File: src/rtl/rr_mux8_arbiter_pkg.sv
// Shared definitions for the 8-way round-robin select arbiter.
package rr_mux8_arbiter_pkg;

  localparam int unsigned N_REQ  = 8;
  localparam int unsigned SEL_W  = 3;
  localparam int unsigned HOLD_W = 8;

  typedef enum logic {
    ST_IDLE  = 1'b0,
    ST_GRANT = 1'b1
  } state_e;

  function automatic logic [N_REQ-1:0] onehot8(input logic [SEL_W-1:0] idx);
    return N_REQ'(1) << idx;
  endfunction

endpackage

File: src/rtl/rr_mux8_arbiter_pick8.sv
// Round-robin winner search: first set bit of ereq at or above ptr, wrapping 7->0.
module rr_pick8
  import rr_mux8_arbiter_pkg::*;
(
  input  logic [N_REQ-1:0] ereq,
  input  logic [SEL_W-1:0] ptr,
  output logic [SEL_W-1:0] winner,
  output logic             found
);

  logic [2*N_REQ-1:0] dbl;
  logic [N_REQ-1:0]   rot;
  logic [SEL_W-1:0]   idx;

  assign dbl = {ereq, ereq} >> ptr;
  assign rot = dbl[N_REQ-1:0];

  // Scan downward so the lowest set bit of the rotated vector is kept last.
  always_comb begin
    idx = '0;
    for (int unsigned i = N_REQ; i > 0; i--) begin
      if (rot[i-1]) idx = SEL_W'(i-1);
    end
  end

  assign found  = |ereq;
  assign winner = idx + ptr;

endmodule

File: src/rtl/rr_mux8_arbiter.sv
// Round-robin arbiter owning the 8:1 select path, with a bounded hold time per owner.
module rr_mux8_arbiter
  import rr_mux8_arbiter_pkg::*;
#(
  parameter int unsigned MAX_HOLD = 4
) (
  input  logic             clk,
  input  logic             rst_n,
  input  logic [N_REQ-1:0] req,
  input  logic [N_REQ-1:0] mask,
  input  logic [N_REQ-1:0] d,
  output logic [N_REQ-1:0] gnt,
  output logic [SEL_W-1:0] sel,
  output logic             valid,
  output logic             dout
);

  localparam logic [HOLD_W-1:0] HOLD_LAST = HOLD_W'(MAX_HOLD - 1);

  state_e            state_q;
  logic [SEL_W-1:0]  ptr_q;
  logic [HOLD_W-1:0] hold_q;
  logic [N_REQ-1:0]  gnt_q;
  logic [SEL_W-1:0]  sel_q;
  logic              valid_q;

  logic [N_REQ-1:0]  ereq, ereq_oth;
  logic [SEL_W-1:0]  w_all, w_oth, grant_w;
  logic              f_all, f_oth;
  logic              grant_en, go_idle, hold_inc;

  assign ereq     = req & mask;
  assign ereq_oth = ereq & ~onehot8(sel_q);

  rr_pick8 u_pick_all (.ereq(ereq),     .ptr(ptr_q), .winner(w_all), .found(f_all));
  rr_pick8 u_pick_oth (.ereq(ereq_oth), .ptr(ptr_q), .winner(w_oth), .found(f_oth));

  always_comb begin
    grant_en = 1'b0;
    grant_w  = w_all;
    go_idle  = 1'b0;
    hold_inc = 1'b0;
    case (state_q)
      ST_IDLE: grant_en = f_all;
      ST_GRANT: begin
        if (!ereq[sel_q]) begin
          grant_en = f_all;
          go_idle  = !f_all;
        end else if (hold_q == HOLD_LAST) begin
          // Preempt only when someone else waits; otherwise the count saturates.
          grant_en = f_oth;
          grant_w  = w_oth;
        end else begin
          hold_inc = 1'b1;
        end
      end
      default: ;
    endcase
  end

  always_ff @(posedge clk or negedge rst_n) begin
    if (!rst_n) begin
      state_q <= ST_IDLE;
      ptr_q   <= '0;
      hold_q  <= '0;
      gnt_q   <= '0;
      sel_q   <= '0;
      valid_q <= 1'b0;
    end else if (grant_en) begin
      state_q <= ST_GRANT;
      gnt_q   <= onehot8(grant_w);
      sel_q   <= grant_w;
      valid_q <= 1'b1;
      hold_q  <= '0;
      ptr_q   <= grant_w + SEL_W'(1);
    end else if (go_idle) begin
      state_q <= ST_IDLE;
      gnt_q   <= '0;
      valid_q <= 1'b0;
    end else if (hold_inc) begin
      hold_q  <= hold_q + HOLD_W'(1);
    end
  end

  assign gnt   = gnt_q;
  assign sel   = sel_q;
  assign valid = valid_q;
  assign dout  = valid_q & d[sel_q];

endmodule

File: config.mk
export PLATFORM = sky130hd
export DESIGN_NAME = rr_mux8_arbiter
export DESIGN_NICKNAME = d
export VERILOG_FILES = /design/src/rtl/rr_mux8_arbiter_pkg.sv /design/src/rtl/rr_mux8_arbiter_pick8.sv /design/src/rtl/rr_mux8_arbiter.sv
export SDC_FILE = /design/constraint.sdc
export NUM_CORES = 1
export LEC_CHECK = 0
export CORE_ASPECT_RATIO = 0.6
export CORE_MARGIN = 4
export CORE_UTILIZATION = 45
export DETAILED_ROUTE_END_ITERATION = 16
export GPL_ROUTABILITY_DRIVEN = 0
export PLACE_DENSITY_LB_ADDON = 0.05
export SLEW_MARGIN = 40
export SYNTH_ARGS = -nofsm -noshare
export SYNTH_HDL_FRONTEND = slang
export SYNTH_HIERARCHICAL = 1
export SYNTH_SLANG_ARGS = --single-unit
File: constraint.sdc
create_clock -name clk -period 4.05 [get_ports clk]
set_input_delay 0.81 -clock clk [delete_from_list [all_inputs] [get_ports clk]]
set_output_delay 0.81 -clock clk [all_outputs]
set_load 0.02 [all_outputs]
==> flow_summary.ini, run 1 <==
[logic_synthesis]
syn-instance-count = 243
synth-edff-count = 0
async_flop_share = 1.00
synth_top_family_by_area = multiplexers
synth_compound_area_frac = 0.214
syn_area_per_cell_um2 = 10.3
ys_types = 59
synth_area_leaders = dfrtp_1 (23%), mux4_1 (15%), mux2i_1 (5.6%), ha_1 (4.0%), nand2_1 (3.6%)
ys_ff_latch = 23
syn_nets = 279
synth_top_cell_by_area = dfrtp_1
synth_warnings = 6
synth-simple-area-share = 0.142
synth_area_mm2 = 0.00250
synth_xor_xnor_area_share = 0.0175
synth_fa_ha_area_frac = 0.0560
synth_top_flop_cell = dfrtp_1
netlist.area_leader.share = 0.230
synth_mux_area_frac = 0.284
ys_seq_area_frac = 0.230

[sta]
max_slew.worst_pin.slew_ns = 0.519
rsz0062_at_grt = true
fin_crit_sh = 1.02
setup_viol = 7
period_needed_ns = 4.14
hold_violations = 0
drv_slew = 0
max_freq_mhz = 241
skew_ns = 0.00560
worst_slack_ns = -0.0947
max-slew-margin-rel = 0.654

[cts]
cts_tree = yes
clk_latency_ns = 0.26
cts-root-buf = clkbuf_8
clockBufferDepth = 2
h-tree-depth = 1
cts_hold_buf = 0
path_clk_slew_ns = 0.07
cts_made_buffers = 3
clock-sinks = 23

[detailed_routing]
post_drt_wl_per_cell_um = 17.9
drt_pass1_iterations = 4
ant_nets = 0
drt_iter0_drc = 219
route.vias.total = 2439
drt-total-wl_um = 7370
remaining_drc_errors = 0
viasPerCell = 5.92

[placement]
port_buffers = 38
hpwlAfterDp_um = 5350
dp_cells = 393

[setup_path]
critPathTopFamily = multiplexers
critPathRequiredTime_ns = 4.20
crit_type = input port to register
crit_path_max_incr_delay_ns = 0.54
crit_slowest_cell = mux4_2
worst-endpoint-arrival_ns = 4.29
cp-end-kind = register
path_cells = buf_6 > and2_4 > buf_6 > o21a_1 > mux4_2 > mux2i_2 > nor2_1 > a211o_1 > a31oi_4 > ha_2 > inv_2 > fa_2 > inv_2 > mux2_4 > ha_4 > ha_4 > mux2_4
start_kind = input port
cp_num_buf_inv = 4
cp_max_fo = 3

[layout]
finalNonFillerCells = 412
antenna_cells = 0
syn_to_final_growth_pct = 49.2
nets = 383
drive_above_1_share = 0.454

[global_route]
grt_overflow = 0
grt_pass1_wl_um = 12100
grt_usage = 0.221
antenna_found_initial = 0
grt_max_degree = 24
grt_pass1_vias = 2366

[flow_run]
max_cap_viol_count = 0

[floorplan]
rows = 20
die_y_um = 65.8
fp.coreArea_mm2 = 0.00520
io_pins = 39
dieArea_mm2 = 0.00686
die_x_um = 104
start_util = 0.481

[outcome]
status = finished, violations left
violations = setup timing

[hold_path]
hold_path_class = input port to async pin
-- final timing paths --
kind,startpoint,end,slack [ns],cells past startpoint
worst max-delay path,req[3],ptr_q[2]$_DFFE_PN0P_,-0.09,17
worst min-delay path,rst_n,gnt[3]$_DFFE_PN0P_,0.51,1
worst max register to register,sel[2]$_DFFE_PN0P_,ptr_q[2]$_DFFE_PN0P_,-0.06,15
worst min register to register,hold_q[0]$_DFFE_PN0P_,hold_q[0]$_DFFE_PN0P_,0.51,1
max in group asynchronous,rst_n,sel[0]$_DFFE_PN0P_,3.16,1
min in group clk,hold_q[0]$_DFFE_PN0P_,hold_q[0]$_DFFE_PN0P_,0.51,1
-- cell families (layout without fill, tap and decap cells) --
| kind of cell | Yosys count | in the layout |
|---|---|---|
| xor gates and xnor gates | 5 | 5 |
| and+or+nand+nor | 65 | 65 |
| AOI/OAI and AO/OA | 67 | 67 |
| muxes | 43 | 43 |
| buffers and inverters | 30 | 133 |
| DFF | 23 | 23 |
| adders and majority gates | 10 | 10 |
-- stage by stage --
step	worst slack, ns	utilization	TNS, ns	hold slack (ns)	cell area [µm²]
after floorplan	0.0113	-	0	0.469	2530
after global placement	-0.770	0.644	-7.25	0.489	3350
after detailed placement	-0.808	0.644	-7.43	0.499	3350
after CTS	-0.156	0.688	-0.622	0.511	3580
after global routing	-0.172	0.717	-1.01	0.553	3730
final	-0.0947	0.717	-0.325	0.511	3730
-- registers in the layout (all words and copies together), names as in the netlist --
name,cells
gnt,8
hold_q,8
ptr_q,3
sel,3
valid,1
-- cell type report --
class / instances / area [µm²]
clock buffers: 4 / 45.0
fillers: 384 / 1470
inverters: 20 / 75.1
multi-input cells: 190 / 2020
flip-flops and latches: 23 / 578
well taps: 66 / 82.6
repair buffers: 109 / 928
-- Yosys cell counts (3+ instances only) --
cell type,count
inv_1,20
mux4_1,14
dfrtp_1,23
mux2_2,7
nor3_1,4
o21ai_0,5
o21a_1,6
nor2_1,6
a22o_1,9
nand2_1,24
mux2_1,3
nand3_1,3
o211ai_1,4
mux2_4,3
or3_1,3
ha_1,8
mux2i_1,14
buf_2,6
nor4_1,4
a21oi_1,10
xnor2_1,4
and2_1,7
-- metal layers --
layer	vias up	track usage	wire length (µm)
li1	1147	-	-
met1	1187	0.349	3820
met2	101	0.306	2970
met3	4	0.0530	550
met4	0	0.0282	34
met5	-	0	0
-- layout by cell type (no fill, tap or decap), types with 6 or more instances in the layout --
cell type	n
a21oi_1	6
a22o_1	9
buf_4	63
buf_6	10
clkdlybuf4s15_1	7
clkdlybuf4s50_1	21
dfrtp_1	21
inv_1	18
mux2_2	6
mux2_4	6
mux2i_1	7
mux4_1	9
mux4_2	7
nand2_1	20
-- timing repair --
action	CTS	global route
endpoints found under the setup margin	11	11
gates resized for setup	62	35
setup buffers	11	5
pin swaps	16	16
gates cloned	0	0
Power of run 1 is not shown: default switching activity piles up to over one toggle a cycle in this logic, so the estimate is an artifact.
==> run 2: changes to the inputs <==
- CTS_CLUSTER_SIZE: not set -> 25
- clock period: 4.05 -> 3.4 ns (I/O delays scaled with it)
==> flow_summary.ini, run 2 (synthesis results as in run 1) <==
[sta]
max_slew.worst_pin.slew_ns = 0.417
worst_slack_ns = -0.550
rsz0062_at_grt = true
max-slew-margin-rel = 0.714
period_needed_ns = 3.95
drv_slew = 0
hold_violations = 0
setup_viol = 12
holdWs_ns = 0.497
fin_crit_sh = 1.16
skew_ns = 0.00961
max_freq_mhz = 253

[floorplan]
io_pins = 39
dieArea_mm2 = 0.00686
fp.coreArea_mm2 = 0.00520
die_x_um = 104
rows = 20
start_util = 0.481
die_y_um = 65.8

[setup_path]
r2r-start = sel[1]$_DFFE_PN0P_
crit_slowest_cell = mux4_2
rr_worst_depth = 15
start_kind = register
regToRegEndpoint = ptr_q[2]$_DFFE_PN0P_
worst-endpoint-arrival_ns = 4.12
crit_type = register to register
rrSetupSlack_ns = -0.55
cp-end-kind = register
path_cells = nand2b_4 > o21a_4 > mux4_2 > mux2i_2 > o311ai_2 > a21bo_2 > a31oi_4 > ha_2 > inv_2 > fa_2 > inv_2 > mux2_4 > ha_4 > ha_4 > mux2_4
cp_max_fo = 5
critPathRequiredTime_ns = 3.57
crit_path_max_incr_delay_ns = 0.53

[global_route]
grt_pass1_vias = 2541
antenna_found_initial = 0
grt_pass1_wl_um = 12900
grt_usage = 0.238
grt_overflow = 0
grt_max_degree = 24

[placement]
port_buffers = 38
hpwlAfterDp_um = 5840
dp_cells = 410

[layout]
finalNonFillerCells = 427
layout_common_cells = buf_4 (80), clkdlybuf4s50_1 (22), dfrtp_1 (21)
final_common_cell = buf_4
fill_cells = 377
drive_above_1_share = 0.471
antenna_cells = 0
syn_to_final_growth_pct = 52.6
nets = 398

[detailed_routing]
post_drt_wl_per_cell_um = 18.3
drt_pass1_iterations = 4
drt-total-wl_um = 7820
ant_nets = 0
viasPerCell = 5.80
route.vias.total = 2475
drt_iter0_drc = 204
remaining_drc_errors = 0

[cts]
cts_tree = yes
cts-root-buf = clkbuf_8
cts_made_buffers = 3
clock-sinks = 23
cts_hold_buf = 0
clockBufferDepth = 2
clk_latency_ns = 0.27
path_clk_slew_ns = 0.09
h-tree-depth = 1

[outcome]
status = finished, violations left
violations = setup timing

[hold_path]
whs_path_depth = 1
hold_end = hold_q[0]$_DFFE_PN0P_
hp-start = hold_q[0]$_DFFE_PN0P_
hold_path_class = register to register

[flow_run]
max_cap_viol_count = 0
==> run 2: cell count changes in the layout (fill, tap and decap cells not counted), moves of 2 or more <==
cell,change
xnor2_2,+2
buf_2,+2
clkdlybuf4s15_1,+3
mux2i_1,+4
buf_4,+17
buf_6,-4
mux2i_2,-4
xnor2_1,-2
dlygate4sd2_1,-2
==> run 2: worst max-delay path by stage <==
stage / from / endpoint / slack (ns) / cells after the start
2_1_floorplan: mask[5] / ptr_q[2]$_DFFE_PN0P_ / -0.46 / 15
3_3_place_gp: mask[5] / ptr_q[2]$_DFFE_PN0P_ / -1.10 / 16
3_5_place_dp: mask[5] / ptr_q[2]$_DFFE_PN0P_ / -1.13 / 16
4_1_cts: sel[1]$_DFFE_PN0P_ / ptr_q[2]$_DFFE_PN0P_ / -0.57 / 15
5_1_grt: sel[1]$_DFFE_PN0P_ / ptr_q[2]$_DFFE_PN0P_ / -0.65 / 15
6_report: sel[1]$_DFFE_PN0P_ / ptr_q[2]$_DFFE_PN0P_ / -0.55 / 15
==> run 2: metal layers <==
| layer | track usage | vias up | wire length (µm) |
|---|---|---|---|
| li1 | - | 1180 | - |
| met4 | 0.0365 | 0 | 51 |
| met2 | 0.357 | 88 | 3220 |
| met3 | 0.0579 | 9 | 621 |
| met1 | 0.353 | 1198 | 3920 |
| met5 | 0 | - | 0 |
==> run 2: worst max-delay path: cells and delay by family, from the launching register on <==
kind | cells | cell delay, ns
buffers and inverters | 2 | 0.09
adder cells (fa/ha/maj) | 4 | 1.10
multiplexers | 4 | 1.27
flip-flops | 1 | 0.48
AO/OA/AOI/OAI | 4 | 0.72
AND/OR/NAND/NOR | 1 | 0.17
==> run 2: what timing repair did <==
item	in CTS	in global routing
gates cloned	0	0
buffers inserted	14	2
setup endpoints to repair	12	12
gates resized for setup	78	10
pin swaps	17	9
==> run 2: area by class of cell <==
cell class                      instances  area (µm²)  share of cell area
Inverter                               20        75.1              0.0197
Multi-Input combinational cell        190        2020               0.529
Clock buffer                            3        41.3              0.0108
Tap cell                               66        82.6              0.0216
Timing Repair Buffer                  124        1020               0.267
Sequential cell                        23         578               0.151
Clock inverter                          1        5.00             0.00131
==> run 2: stage by stage <==
stage	TNS (ns)	util	setup slack, ns	instance area, µm²
5_1_grt	-6.37	0.734	-0.649	3820
4_1_cts	-4.86	0.731	-0.568	3800
3_5_place_dp	-12.58	0.673	-1.13	3500
2_1_floorplan	-2.45	-	-0.464	2560
6_report	-4.68	0.734	-0.550	3820
3_3_place_gp	-12.10	0.673	-1.10	3500
Power of run 2 is left out for the same reason.
